### src/rtl/mem_ram_dp.sv
// Dual-port (one write, one read) synchronous RAM with a post-reset clear sweep.
//
// After reset is released the block walks every address once, writing INIT_VAL,
// and reports BUSY for the 2^ADDR_W cycles this takes. Reads and writes are
// ignored while BUSY is high. Afterwards the block behaves as a simple RAM
// with a registered read port (1-cycle latency).
//
// Parameters:
//   DATA_W   - data word width in bits
//   ADDR_W   - address width; depth is 2^ADDR_W words
//   INIT_VAL - value written to every word by the clear sweep
//
// Ports:
//   CLOCK   in   single clock, rising edge
//   RESET_N in   synchronous active-low reset
//   WE      in   write enable
//   WADDR   in   write address
//   D       in   write data
//   RE      in   read enable
//   RADDR   in   read address
//   Q       out  registered read data (holds when no read is accepted)
//   Q_VALID out  high for one cycle after an accepted read
//   BUSY    out  high while the clear sweep runs (and during reset)
//
// Build option:
//   RAM_BYPASS_EN - when defined, a read and write to the same address in the
//                   same cycle return the new data D (write-through); when
//                   undefined, the old stored word is returned.

module mem_ram_dp #(
  parameter int unsigned        DATA_W   = 8,
  parameter int unsigned        ADDR_W   = 5,
  parameter logic [DATA_W-1:0]  INIT_VAL = '0
) (
  input  logic              CLOCK,
  input  logic              RESET_N,
  input  logic              WE,
  input  logic [ADDR_W-1:0] WADDR,
  input  logic [DATA_W-1:0] D,
  input  logic              RE,
  input  logic [ADDR_W-1:0] RADDR,
  output logic [DATA_W-1:0] Q,
  output logic              Q_VALID,
  output logic              BUSY
);

  localparam int unsigned Depth = 2 ** ADDR_W;

  typedef enum logic [0:0] {StClear, StReady} state_e;

  state_e              state_q, state_d;
  logic [ADDR_W-1:0]   cnt_q, cnt_d;
  logic [DATA_W-1:0]   q_q, q_d;
  logic                q_valid_q, q_valid_d;
  logic [DATA_W-1:0]   mem [Depth];

  logic                ready;
  logic [DATA_W-1:0]   rd_word;

  assign ready = (state_q == StReady);

  // Same-address read-during-write selection.
  always_comb begin
    rd_word = mem[RADDR];
`ifdef RAM_BYPASS_EN
    if (WE && (WADDR == RADDR)) begin
      rd_word = D;
    end
`endif
  end

  // Next-state and read-path logic.
  always_comb begin
    state_d   = state_q;
    cnt_d     = cnt_q;
    q_d       = q_q;
    q_valid_d = 1'b0;
    unique case (state_q)
      StClear: begin
        cnt_d = cnt_q + ADDR_W'(1);
        // Last word written on this edge; the counter wraps to 0 as we leave.
        if (cnt_q == ADDR_W'(Depth - 1)) begin
          state_d = StReady;
        end
      end
      StReady: begin
        if (RE) begin
          q_d       = rd_word;
          q_valid_d = 1'b1;
        end
      end
      default: state_d = StClear;
    endcase
  end

  always_ff @(posedge CLOCK) begin
    if (!RESET_N) begin
      state_q   <= StClear;
      cnt_q     <= '0;
      q_q       <= '0;
      q_valid_q <= 1'b0;
    end else begin
      state_q   <= state_d;
      cnt_q     <= cnt_d;
      q_q       <= q_d;
      q_valid_q <= q_valid_d;
    end
  end

  // Storage array: no reset, and left untouched while RESET_N is low.
  always_ff @(posedge CLOCK) begin
    if (RESET_N) begin
      if (!ready) begin
        mem[cnt_q] <= INIT_VAL;
      end else if (WE) begin
        mem[WADDR] <= D;
      end
    end
  end

  assign Q       = q_q;
  assign Q_VALID = q_valid_q;
  assign BUSY    = ~ready;

endmodule

### config.mk
export PLATFORM = sky130hd
export DESIGN_NAME = mem_ram_dp
export DESIGN_NICKNAME = d
export VERILOG_FILES = /design/src/rtl/mem_ram_dp.sv
export SDC_FILE = /design/constraint.sdc
export NUM_CORES = 1
export LEC_CHECK = 0
export ABC_AREA = 1
export ABC_CLOCK_PERIOD_IN_PS = 4200
export BUFFER_PORTS_ARGS = -buffer_cell sky130_fd_sc_hd__buf_4
export CAP_MARGIN = 0
export CORE_MARGIN = 2
export CORE_UTILIZATION = 35
export CTS_CLUSTER_SIZE = 24
export DETAILED_ROUTE_END_ITERATION = 10
export SYNTH_ARGS = -nofsm -noshare
export SYNTH_HDL_FRONTEND = slang
export SYNTH_SLANG_ARGS = --single-unit
export TNS_END_PERCENT = 5
### constraint.sdc
create_clock -name CLOCK -period 4.2 [get_ports CLOCK]
set_input_delay 0.42 -clock CLOCK [delete_from_list [all_inputs] [get_ports CLOCK]]
set_output_delay 0.42 -clock CLOCK [all_outputs]
set_load 0.02 [all_outputs]
==> results of run 1 <==
[synthesized netlist by cell type (2+ instances only)]
cell / n
sky130_fd_sc_hd__a21oi_1: 9
sky130_fd_sc_hd__buf_1: 2
sky130_fd_sc_hd__buf_2: 17
sky130_fd_sc_hd__buf_4: 15
sky130_fd_sc_hd__buf_6: 13
sky130_fd_sc_hd__clkbuf_1: 9
sky130_fd_sc_hd__dfxtp_1: 15
sky130_fd_sc_hd__edfxtp_1: 256
sky130_fd_sc_hd__ha_1: 2
sky130_fd_sc_hd__inv_1: 35
sky130_fd_sc_hd__inv_2: 2
sky130_fd_sc_hd__nand2_1: 345
sky130_fd_sc_hd__nand3_1: 210
sky130_fd_sc_hd__nand3_2: 4
sky130_fd_sc_hd__nor2_1: 47
sky130_fd_sc_hd__nor3_1: 4
sky130_fd_sc_hd__o21a_1: 8
sky130_fd_sc_hd__o21ai_0: 2
sky130_fd_sc_hd__o21ai_1: 3
sky130_fd_sc_hd__o21ai_2: 3
[flip-flops by register name, indices dropped and copies added (netlist names)]
name     cells
mem        256
Q            8
cnt_q        5
Q_VALID      1
ready        1
[worst max-delay path: cells and delay by family, from the launching register on]
family	cells	cell delay [ns]
and+or+nand+nor	3	1.37
DFF	1	0.51
AOI/OAI and AO/OA	1	0.34
[placed cells by master (no fill, tap or decap), types with 6 or more instances in the layout]
cell type / n
sky130_fd_sc_hd__inv_1: 35
sky130_fd_sc_hd__clkbuf_1: 8
sky130_fd_sc_hd__nand3_1: 210
sky130_fd_sc_hd__a21oi_1: 9
sky130_fd_sc_hd__nor2_2: 8
sky130_fd_sc_hd__nand2_1: 345
sky130_fd_sc_hd__nor2_1: 39
sky130_fd_sc_hd__buf_4: 45
sky130_fd_sc_hd__dfxtp_1: 15
sky130_fd_sc_hd__edfxtp_1: 256
sky130_fd_sc_hd__o21a_1: 8
sky130_fd_sc_hd__clkbuf_16: 29
sky130_fd_sc_hd__clkinv_1: 6
[final timing paths]
kind,startpoint,slack [ns],end
max,ready$_SDFF_PN0_,1.60,mem[14][2]$_DFFE_PP_
min,RE,0.13,Q_VALID$_SDFF_PN0_
max reg2reg,ready$_SDFF_PN0_,1.60,mem[14][2]$_DFFE_PP_
min reg2reg,cnt_q[4]$_SDFFE_PN0N_,0.53,cnt_q[4]$_SDFFE_PN0N_
[where the power goes]
group	internal, uW	total, uW	switching (uW)	leakage [uW]
Sequential	2930	2940	5.54	0.00234
Clock	1310	2280	970	0.000406
Combinational	83.1	291	208	0.00189
Total	4330	5510	1180	0.00464
[layer usage]
| layer | track usage [%] | vias up |
|---|---|---|
| li1 | - | 3508 |
| met1 | 21.7 | 3491 |
| met2 | 28.0 | 234 |
| met3 | 2.28 | 57 |
| met4 | 4.96 | 0 |
| met5 | 0 | - |
[metrics by stage]
| step | setup WS (ns) | util [%] | power (uW) | instances |
|---|---|---|---|---|
| finish | 1.60 | 39.8 | 5510 | 1445 |
| global route | 1.38 | 39.8 | 5670 | 1445 |
| CTS | 1.60 | 39.8 | 5540 | 1445 |
| detailed placement | 1.54 | 37.2 | 3280 | 1396 |
| global placement | 1.58 | 37.2 | 3280 | 1396 |
| floorplan | 2.33 | - | 3200 | 1005 |
[cell families (layout without fill, tap and decap cells)]
kind of cell               Yosys count  after routing  share of synthesized area [%]
AOI/OAI and AO/OA                   26             26                           1.44
adders and majority gates            2              2                          0.221
buffers and inverters               93            131                           4.63
DFF                                271            271                           70.6
and+or+nand+nor                    613            613                           23.1
[cell type report]
cell class                      instances  area, um2  share of cell area [%]
Clock inverter                         12       80.1                   0.634
Clock buffer                           37        756                    5.99
Multi-Input combinational cell        641       2820                    22.3
Timing Repair Buffer                   45        338                    2.68
Sequential cell                       271       7990                    63.3
Inverter                               37        140                    1.11
Tap cell                              402        503                    3.98
==> impl_summary.log, run 1 <==
INFO  metric result_of_the_run = completed
INFO  metric cp_data_arrival_time = between 2 and 3 ns
INFO  metric finalSetupViolations = 0
INFO  metric io-pin-count = 32
INFO  metric wl_met2 = approximately 13000 um
INFO  metric finalMaxSlewViolations = 0
INFO  metric drt_wl_total = between 20000 and 30000 um
INFO  metric routed_via_density = 5.04
INFO  metric worst_r2r_path_depth = 4
INFO  metric route.detailed.wl_per_inst = about 19 um
INFO  metric synth.top_cells.by_area = sky130_fd_sc_hd__edfxtp_1 68%, sky130_fd_sc_hd__nand2_1 11%, sky130_fd_sc_hd__nand3_1 9.3%, sky130_fd_sc_hd__dfxtp_1 2.7%, sky130_fd_sc_hd__nor2_1 1.6%
INFO  metric rsz0062_at_grt = no
INFO  metric power_per_cell_area = 436 mW/mm2
INFO  metric synth_edf_count = roughly 260
INFO  metric drv.max_cap_violation_count = 0
INFO  metric cts_hold_repair.buffers = 0
INFO  metric fmaxAchievable = ~380 MHz
INFO  metric maxSlewHeadroom = 25.8%
INFO  metric critPathCaptureType = flop
INFO  metric nFillCells = 3030
INFO  metric static-leakage-power = about 0.0046 uW
INFO  metric design.core.area = between 0.03 and 0.04 mm2
INFO  metric final.setup.tns = 0 ns
INFO  metric routed-via-count = roughly 7300
INFO  metric syn_warnings = 0
INFO  metric synth.yosys.seq_area_share = 70.6%
INFO  metric globalplace.congestion = between 0.8 and 0.9
INFO  metric synth_fp_nets = ~1000
INFO  metric grt_pass1_vias = between 7000 and 8000
INFO  metric dpl-instance-area = roughly 0.012 mm2
INFO  metric worst_hold_slack = 0.129 ns
INFO  metric clk_pin_slew = roughly 0.06 ns
INFO  metric clock-sinks = approximately 270
INFO  metric slowest_stage = sky130_fd_sc_hd__nor2_1
INFO  metric topRoutingLayerUsed = met4
INFO  metric cts_resized = 0
INFO  metric critical-path-max-stage-delay = between 0.6 and 0.7 ns
INFO  metric proportion_of_register_bits_with_asynchronous_set_or_reset_after_synthesis = 0%
INFO  metric ctsLongestPathBuffers = 3
INFO  metric max-vdd-ir-drop = 298 uV
INFO  metric grtUsageTotal = between 10% and 20%
INFO  metric antenna_violating_nets_post_route = 0
INFO  metric post-synth-top-area-fraction = between 60% and 70%
INFO  metric grt_antenna_before_repair = 0
INFO  metric clock_buffer_count_from_cts = 28
INFO  metric drt_iter0_markers = between 700 and 800
INFO  metric finish.instance_area = between 0.01 and 0.015 mm2
INFO  metric first_pass_grt_wire_length = 42000 um
INFO  metric grt_start_max_net_pins = 65
INFO  metric io_buffer_count = 31
INFO  metric drc_errors = 0
INFO  metric yosys_register_bits = around 270
INFO  metric synth_cell_area = 0.0113 mm2
INFO  metric tritoncts = built
INFO  metric path_max_fanout = 19
INFO  metric global_route.overflow_total = 0
INFO  metric path_class = reg2reg
INFO  metric layout-drive-gt1-share = 9.40%
INFO  metric synth.avg_cell_area = around 11 um2
INFO  metric floorplan.die.width = roughly 180 um
INFO  metric worstMarginPinSlew = around 1.1 ns
INFO  metric n_antenna_cell = 0
INFO  metric critical_path_required = between 4 and 5 ns
INFO  metric cts_max_level = 1
INFO  metric drt_pre_antenna_iters = 5
INFO  metric nNetsFinal = approximately 1000
INFO  metric clkLatencyLatePin = ~0.54 ns
INFO  metric min-delay-path-class = in2reg
INFO  metric detailedPlacementHpwl = about 17000 um
INFO  metric fin_worst_skew = 0.00820 ns
INFO  metric ordered_cell_list_for_the_critical_path = nand3_4 > o21ai_1 > nand3_2 > nor2_1
INFO  metric synth_cell_types = 24
INFO  metric hold_path_cell_cnt = 3
INFO  metric layout_min_cycle_time = 2.60 ns
INFO  metric finalCritPeriodShare = around three fifths
INFO  metric hold_violations = 0
INFO  metric die_footprint = ~0.034 mm2
INFO  metric cts-root-buf = sky130_fd_sc_hd__clkbuf_16
INFO  metric met3RoutedLength = approximately 1500 um
INFO  metric m1WireLength = between 10000 and 15000 um
INFO  metric netlist.top_cell.by_area = sky130_fd_sc_hd__edfxtp_1
INFO  metric synth_cells = around 1000
INFO  metric area_growth_syn_to_layout = 11.6%
INFO  metric floorplan.initialDensity = 35.7%
INFO  metric post-cts-setup-buffers = 0
INFO  metric num_rows = 65
INFO  metric cp-start-kind = flop
INFO  metric synthFlopType = sky130_fd_sc_hd__edfxtp_1
INFO  metric die_height = 184 um
(Power assumes the default switching activity.)
==> run 2: changes to the inputs <==
Settings changed: ABC_CLOCK_PERIOD_IN_PS 4200 to 2560.
Clock period 4.2 ns to 2.56 ns, I/O delays scaled along.
==> run 2 against run 1 <==
Effect of this change:
- non-clock buffer count is 43 higher
- worst setup slack got worse by 1.3 ns
- core utilization rose by 1.3 points
- clock-buffer cell count fell by 1
- critical path depth increased by 1
- global-route usage down 0.10 points
- maximum frequency up 16%
- clock power rose by 70%
- first-iteration DRC count fell by 7.7%
- sequential cell count unchanged
- design area increased by 3.2%
- largest power group unchanged
==> impl_summary.log, run 2 (same netlist as run 1, synthesis figures left out) <==
INFO  metric result_of_the_run = completed
INFO  metric tritoncts = built
INFO  metric path_max_fanout = 19 (unchanged)
INFO  metric finalMaxSlewViolations = 0 (unchanged)
INFO  metric power_per_cell_area = 705 mW/mm2 (+62%)
INFO  metric nNetsFinal = 1090 (+4.0%)
INFO  metric wl_met2 = 13000 um (-2.6%)
INFO  metric cts_max_level = 1 (unchanged)
INFO  metric floorplan.initialDensity = 35.7% (unchanged)
INFO  metric drt_pre_antenna_iters = 5 (unchanged)
INFO  metric grt_antenna_before_repair = 0 (unchanged)
INFO  metric ordered_cell_list_for_the_critical_path = nand3_4 > o21ai_1 > nand3_2 > nor2_1 > buf_4
INFO  metric global_route.overflow_total = 0 (unchanged)
INFO  metric topRoutingLayerUsed = met4
INFO  metric max-vdd-ir-drop = 492 uV (+65%)
INFO  metric multi_input_comb_area = 0.00282 mm2 (unchanged)
INFO  metric nFillCells = 3008 (-0.73%)
INFO  metric clock_buffer_count_from_cts = 27 (-3.6%)
INFO  metric io-pin-count = 32 (unchanged)
INFO  metric clkLatencyLatePin = 0.52 ns (-0.02 ns)
INFO  metric hold_violations = 0 (unchanged)
INFO  metric grtUsageTotal = 16.3% (-0.10 points)
INFO  metric cts_hold_repair.buffers = 1 (+1)
INFO  metric clock-sinks = 271 (unchanged)
INFO  metric fin_total_pwr = 9190 uW (+67%)
INFO  metric total_switching_power = 1930 uW (+63%)
INFO  metric registers.top_by_ff_count = mem
INFO  metric routed_via_density = 4.94 (-2.1%)
INFO  metric pwr-share-clk = 42.1% (+0.7 points)
INFO  metric final_core_utilization = 41.1% (+1.3 points)
INFO  metric largest_register_ffs = 256 (unchanged)
INFO  metric slowest_stage = sky130_fd_sc_hd__dfxtp_1
INFO  metric pwr-share-seq = 52.4% (-0.9 points)
INFO  metric drt_iter0_markers = 657 (-7.7%)
INFO  metric critPathCaptureType = flop
INFO  metric cp-start-kind = flop
INFO  metric io_buffer_count = 31 (unchanged)
INFO  metric finalSetupViolations = 0 (unchanged)
INFO  metric clk_pin_slew = 0.07 ns (about the same)
INFO  metric cts_resized = 0 (unchanged)
INFO  metric critical_path_required = 2.79 ns (-1.58 ns)
INFO  metric final_cell_mix = 345 x sky130_fd_sc_hd__nand2_1, 256 x sky130_fd_sc_hd__edfxtp_1, 210 x sky130_fd_sc_hd__nand3_1
INFO  metric static-leakage-power = 0.00489 uW (+5.6%)
INFO  metric routed-via-count = 7348 (+0.80%)
INFO  metric die_height = 184 um (unchanged)
INFO  metric area.sequential = 0.00799 mm2 (unchanged)
INFO  metric n_antenna_cell = 0 (unchanged)
INFO  metric switch_share = 21.0% (-0.49 points)
INFO  metric cp_num_buf_inv = 1 (+1)
INFO  metric worst_slack = 0.309 ns (-1.29 ns)
INFO  metric floorplan.die.width = 184 um (unchanged)
INFO  metric finalCritPeriodShare = 87.9% (+26 points)
INFO  metric num_rows = 65 (unchanged)
INFO  metric rsz0062_at_grt = no
INFO  metric met3RoutedLength = 1660 um (+12%)
INFO  metric drt_wl_total = 27300 um (+0.24%)
INFO  metric min-delay-path-class = in2reg
INFO  metric route.detailed.wl_per_inst = 18.3 um (-2.7%)
INFO  metric p_int = 7260 uW (+68%)
INFO  metric grt_start_max_net_pins = 129 (+98%)
INFO  metric drv.max_cap_violation_count = 0 (unchanged)
INFO  metric dp_worst_setup_slack = 0.345 ns (-1.20 ns)
INFO  metric post-cts-setup-buffers = 0 (unchanged)
INFO  metric final.setup.tns = 0 ns (unchanged)
INFO  metric fin_worst_skew = 0.0103 ns (+0.00211 ns)
INFO  metric design.core.area = 0.0317 mm2 (unchanged)
INFO  metric area_growth_syn_to_layout = 15.1%
INFO  metric critical-path-max-stage-delay = 0.50 ns (-0.19 ns)
INFO  metric maxSlewHeadroom = 62.6% (+37 points)
INFO  metric first_pass_grt_wire_length = 41600 um (-1.0%)
INFO  metric grt_pass1_vias = 7164 (-0.68%)
INFO  metric cts-root-buf = sky130_fd_sc_hd__clkbuf_16
INFO  metric antenna_violating_nets_post_route = 0 (unchanged)
INFO  metric worstMarginPinSlew = 0.562 ns (-0.550 ns)
INFO  metric m1WireLength = 11900 um (+2.9%)
INFO  metric detailedPlacementHpwl = 17200 um (+3.1%)
INFO  metric cp_data_arrival_time = 2.48 ns (-0.29 ns)
INFO  metric path_class = reg2reg
INFO  metric comb_power_share = 5.4% (about the same)
INFO  metric fmaxAchievable = 444 MHz (+16%)
INFO  metric globalplace.congestion = 0.842 (+2.9%)
INFO  metric drc_errors = 0 (unchanged)
INFO  metric die_footprint = 0.0338 mm2 (unchanged)
INFO  metric ctsLongestPathBuffers = 3 (unchanged)
INFO  metric layout-drive-gt1-share = 13.2% (+3.8 points)
INFO  metric layout_min_cycle_time = 2.25 ns (-0.349 ns)
INFO  metric critical_path.top_delay_family = simple AND/OR/NAND/NOR gates
INFO  metric final_common_cell = sky130_fd_sc_hd__nand2_1
run 2: cell count changes in the layout (fill, tap and decap cells not counted), moves of 2 or more:
cell | before | now
sky130_fd_sc_hd__clkinv_1 | 6 | 4
sky130_fd_sc_hd__clkbuf_16 | 29 | 27
sky130_fd_sc_hd__buf_12 | 0 | 3
sky130_fd_sc_hd__buf_4 | 45 | 84
sky130_fd_sc_hd__bufinv_16 | 1 | 3
sky130_fd_sc_hd__clkbuf_8 | 0 | 2
run 2: cell type report:
| cell class | instances | share of cell area (%) |
|---|---|---|
| repair buffers | 88 | 5.38 |
| inverters | 37 | 1.08 |
| well taps | 402 | 3.86 |
| flip-flops and latches | 271 | 61.3 |
| clock buffers | 36 | 5.60 |
| clock inverters | 13 | 1.10 |
| multi-input cells | 641 | 21.7 |
run 2: layer usage:
metal  GRT usage [%]  up-vias
met2            26.8      248
met5               0        -
li1                -     3595
met4            4.45        0
met1            22.6     3465
met3            2.12       40
run 2: power groups by stage:
stage,Combinational [uW],Clock [uW],Sequential [uW]
after floorplan,348,0,4910
after global placement,494,0,4910
final,500,3870,4820
after global routing,556,4120,4810
after detailed placement,497,0,4910
after CTS,500,3940,4820
run 2: worst register-to-register path, cell delays in order, from the launching register on:
cell and delay, ns:
sky130_fd_sc_hd__dfxtp_1 0.50, sky130_fd_sc_hd__nand3_4 0.30, sky130_fd_sc_hd__o21ai_1 0.37, sky130_fd_sc_hd__nand3_2 0.39, sky130_fd_sc_hd__nor2_1 0.21, sky130_fd_sc_hd__buf_4 0.19
run 2: final timing paths:
| check | endpoint | slack, ns | cells past startpoint | startpoint |
|---|---|---|---|---|
| setup reg to reg | mem[5][5]$_DFFE_PP_ | 0.31 | 5 | ready$_SDFF_PN0_ |
| setup / recovery | mem[5][5]$_DFFE_PP_ | 0.31 | 5 | ready$_SDFF_PN0_ |
| hold / removal | ready$_SDFF_PN0_ | 0.07 | 3 | RESET_N |
| hold reg to reg | cnt_q[0]$_SDFFE_PN0N_ | 0.52 | 2 | cnt_q[0]$_SDFFE_PN0N_ |
run 2: metrics by stage:
stage / hold WS, ns / instance area [um2] / instances
after global placement: 0.508 / 12100 / 1438
after global routing: 0.0780 / 13000 / 1488
after detailed placement: 0.504 / 12100 / 1438
after floorplan: 0.400 / 11300 / 1005
final: 0.0652 / 13000 / 1488
after CTS: 0.0520 / 13000 / 1488
==> run 3: changes to the inputs <==
Settings changed: ABC_AREA 1 to unset, CORE_UTILIZATION 35 to 31.
==> run 3 against run 2 <==
Effect of this change:
- core utilization is 3.7 points lower
- sequential power hardly changed
- critical path type unchanged
- worst setup slack better by 0.061 ns
- register-to-register slack better by 0.06 ns
==> impl_summary.log, run 3 <==
INFO  metric grt_start_max_net_pins = 33 (-74%)
INFO  metric antenna_violating_nets_post_route = 0 (unchanged)
INFO  metric first_pass_grt_wire_length = 36600 um (-12%)
INFO  metric drt_wl_total = 24500 um (-10%)
INFO  metric synth.top_cells.by_area = sky130_fd_sc_hd__edfxtp_1 71%, sky130_fd_sc_hd__mux2i_1 12%, sky130_fd_sc_hd__a22oi_1 4.4%, sky130_fd_sc_hd__dfxtp_1 2.8%, sky130_fd_sc_hd__a21oi_1 1.8%
INFO  metric cts-root-buf = sky130_fd_sc_hd__clkbuf_16
INFO  metric clk_pin_slew = 0.06 ns (about the same)
INFO  metric yosys_register_bits = 271 (unchanged)
INFO  metric grt_pass1_vias = 5927 (-17%)
INFO  metric result_of_the_run = completed
INFO  metric io-pin-count = 32 (unchanged)
INFO  metric path_class = reg2reg
INFO  metric layout-drive-gt1-share = 17.7% (+4.5 points)
INFO  metric critical_path_required = 2.79 ns (about the same)
INFO  metric post-synth-top-count-cell = sky130_fd_sc_hd__edfxtp_1
INFO  metric synth_cell_area = 0.0108 mm2 (-4.3%)
INFO  metric finalSetupViolations = 0 (unchanged)
INFO  metric synthFlopType = sky130_fd_sc_hd__edfxtp_1
INFO  metric num_rows = 68 (+4.6%)
INFO  metric post-cts-setup-buffers = 0 (unchanged)
INFO  metric netlist.top_cell.by_area = sky130_fd_sc_hd__edfxtp_1
INFO  metric drt_iter0_markers = 504 (-23%)
INFO  metric synth_fp_nets = 687 (-33%)
INFO  metric drc_errors = 0 (unchanged)
INFO  metric synth.avg_cell_area = 16.3 um2 (+45%)
INFO  metric detailedPlacementHpwl = 15300 um (-11%)
INFO  metric nNetsFinal = 765 (-30%)
INFO  metric layout_min_cycle_time = 2.19 ns (-0.0607 ns)
INFO  metric fmaxAchievable = 457 MHz (+2.8%)
INFO  metric pwr-share-seq = 51.7% (-0.7 points)
INFO  metric min-delay-path-class = in2reg
INFO  metric static-leakage-power = 0.00434 uW (-11%)
INFO  metric synth_cells = 663 (-34%)
INFO  metric final.setup.tns = 0 ns (unchanged)
INFO  metric fin_worst_skew = 0.0107 ns (+0.000351 ns)
INFO  metric synth.yosys.seq_area_share = 73.8% (+3.2 points)
INFO  metric registers.top_by_ff_count = mem
INFO  metric cp-start-kind = flop
INFO  metric n_antenna_cell = 0 (unchanged)
INFO  metric finalCritPeriodShare = 85.6% (-2.4 points)
INFO  metric post-synth-top-area-fraction = 71.0% (+3.1 points)
INFO  metric total_switching_power = 1820 uW (-5.7%)
INFO  metric cts_max_level = 1 (unchanged)
INFO  metric power_per_cell_area = 724 mW/mm2 (+2.6%)
INFO  metric cp_data_arrival_time = 2.42 ns (-0.06 ns)
INFO  metric clkLatencyLatePin = 0.53 ns (about the same)
INFO  metric hold_path_cell_cnt = 2 (-1)
INFO  metric global_route.overflow_total = 0 (unchanged)
INFO  metric pwr-share-clk = 44.7% (+2.6 points)
INFO  metric routed_via_density = 4.89 (-0.96%)
INFO  metric area_growth_syn_to_layout = 18.9%
INFO  metric design.core.area = 0.0345 mm2 (+8.6%)
INFO  metric clock-sinks = 271 (unchanged)
INFO  metric hold_violations = 0 (unchanged)
INFO  metric final_core_utilization = 37.4% (-3.7 points)
INFO  metric die_height = 191 um (+3.8%)
INFO  metric floorplan.die.width = 191 um (+3.8%)
INFO  metric largest_register_ffs = 256 (unchanged)
INFO  metric ctsLongestPathBuffers = 3 (unchanged)
INFO  metric route.detailed.wl_per_inst = 20.1 um (+9.5%)
INFO  metric grtUsageTotal = 13.4% (-2.8 points)
INFO  metric syn_warnings = 0 (unchanged)
INFO  metric die_footprint = 0.0364 mm2 (+7.8%)
INFO  metric switch_share = 19.5% (-1.5 points)
INFO  metric drv.max_cap_violation_count = 0 (unchanged)
INFO  metric drt_pre_antenna_iters = 5 (unchanged)
INFO  metric maxSlewHeadroom = 40.7% (-22 points)
INFO  metric final_cell_mix = 256 x sky130_fd_sc_hd__edfxtp_1, 132 x sky130_fd_sc_hd__mux2i_1, 82 x sky130_fd_sc_hd__buf_4
INFO  metric comb_power_share = 3.6% (-1.8 points)
INFO  metric globalplace.congestion = 0.801 (-4.9%)
INFO  metric max-vdd-ir-drop = 470 uV (-4.3%)
INFO  metric final_common_cell = sky130_fd_sc_hd__edfxtp_1
INFO  metric clock_buffer_count_from_cts = 28 (+3.7%)
INFO  metric synth.cells.most_frequent = 256 x sky130_fd_sc_hd__edfxtp_1, 132 x sky130_fd_sc_hd__mux2i_1, 64 x sky130_fd_sc_hd__a22oi_1, 40 x sky130_fd_sc_hd__a21oi_1, 36 x sky130_fd_sc_hd__nor2_1
INFO  metric routed-via-count = 5957 (-19%)
INFO  metric p_int = 7500 uW (+3.3%)
INFO  metric io_buffer_count = 31 (unchanged)
INFO  metric worstMarginPinSlew = 0.890 ns (+0.328 ns)
INFO  metric proportion_of_register_bits_with_asynchronous_set_or_reset_after_synthesis = 0% (unchanged)
INFO  metric finalMaxSlewViolations = 0 (unchanged)
INFO  metric critPathCaptureType = flop
INFO  metric worst_hold_slack = 0.0735 ns (+0.00833 ns)
INFO  metric worst_slack = 0.370 ns (+0.0607 ns)
INFO  metric synth_cell_types = 31 (+29%)
INFO  metric dp_worst_setup_slack = 0.212 ns (-0.133 ns)
INFO  metric rsz0062_at_grt = no
INFO  metric grt_antenna_before_repair = 0 (unchanged)
INFO  metric path_max_fanout = 8 (-11)
INFO  metric synth_edf_count = 256 (unchanged)
INFO  metric tritoncts = built
INFO  metric worst_r2r_path_depth = 5 (unchanged)
INFO  metric floorplan.initialDensity = 31.4% (-4.3 points)
[run 3: changes by cell type after synthesis, sizes merged, moves of 7 or more]
cell    change
and2       +12
nor2       -11
nand2     -328
or4         +8
o21a        -7
inv        -36
a21oi      +31
a22oi      +64
clkbuf     +15
nand3     -211
buf        -30
mux2i     +132
[run 3: cells by family after synthesis]
| kind of cell | share of synthesized area (%) |
|---|---|
| xor gates and xnor gates | 0.162 |
| and+or+nand+nor | 4.52 |
| muxes | 12.2 |
| buffers and inverters | 2.12 |
| DFF | 73.8 |
| AOI/OAI and AO/OA | 6.97 |
| adders and majority gates | 0.231 |
[run 3: power groups by stage]
stage / registers, uW / logic [uW] / clock network [uW]
floorplan: 4910 / 212 / 0
global placement: 4910 / 331 / 0
detailed placement: 4910 / 333 / 0
CTS: 4820 / 335 / 4240
global route: 4820 / 358 / 4410
finish: 4820 / 336 / 4170
[run 3: path summary, 6_finish.rpt]
kind / slack [ns] / to / from
max: 0.37 / mem[11][0]$_DFFE_PP_ / ready$_SDFF_PN0_
min: 0.07 / ready$_SDFF_PN0_ / RESET_N
max reg2reg: 0.37 / mem[11][0]$_DFFE_PP_ / ready$_SDFF_PN0_
min reg2reg: 0.52 / cnt_q[0]$_SDFFE_PN0N_ / cnt_q[0]$_SDFFE_PN0N_
[run 3: what timing repair did]
item / in CTS / in global routing
setup endpoints to repair: 0 / 0
hold buffers: 1 / 0
gates resized for setup: 0 / 0
endpoints found under the hold margin: 1 / 0
[run 3: cell type report]
class	count	area (um2)
fill	3192	21600
sequential	271	7990
multi-input combinational	350	2620
clock buffer	32	737
timing repair buffer	89	737
tap	455	569
clock inverter	20	223
inverter	1	3.75
[run 3: metrics by stage]
| step | instance area [um2] | instances | total power (uW) |
|---|---|---|---|
| after global placement | 11900 | 1165 | 5240 |
| final | 12900 | 1218 | 9320 |
| after floorplan | 10800 | 663 | 5120 |
| after detailed placement | 11900 | 1165 | 5240 |
| after global routing | 12900 | 1218 | 9580 |
| after CTS | 12900 | 1218 | 9390 |
[run 3: layer usage]
layer / vias to the layer above / wire [um] / GRT usage, %
met5: - / 0 / 0
met4: 0 / 436 / 3.43
met3: 34 / 1490 / 1.73
met2: 246 / 11700 / 21.9
met1: 2921 / 10900 / 19.0
li1: 2756 / - / -
[run 3: critical path: stages, from the launching register on]
cell                      delay [ns]
sky130_fd_sc_hd__dfxtp_1        0.32
sky130_fd_sc_hd__and3_1         0.34
sky130_fd_sc_hd__mux2i_1        0.18
sky130_fd_sc_hd__or3b_1         0.65
sky130_fd_sc_hd__nor2_1         0.21
sky130_fd_sc_hd__buf_4          0.19
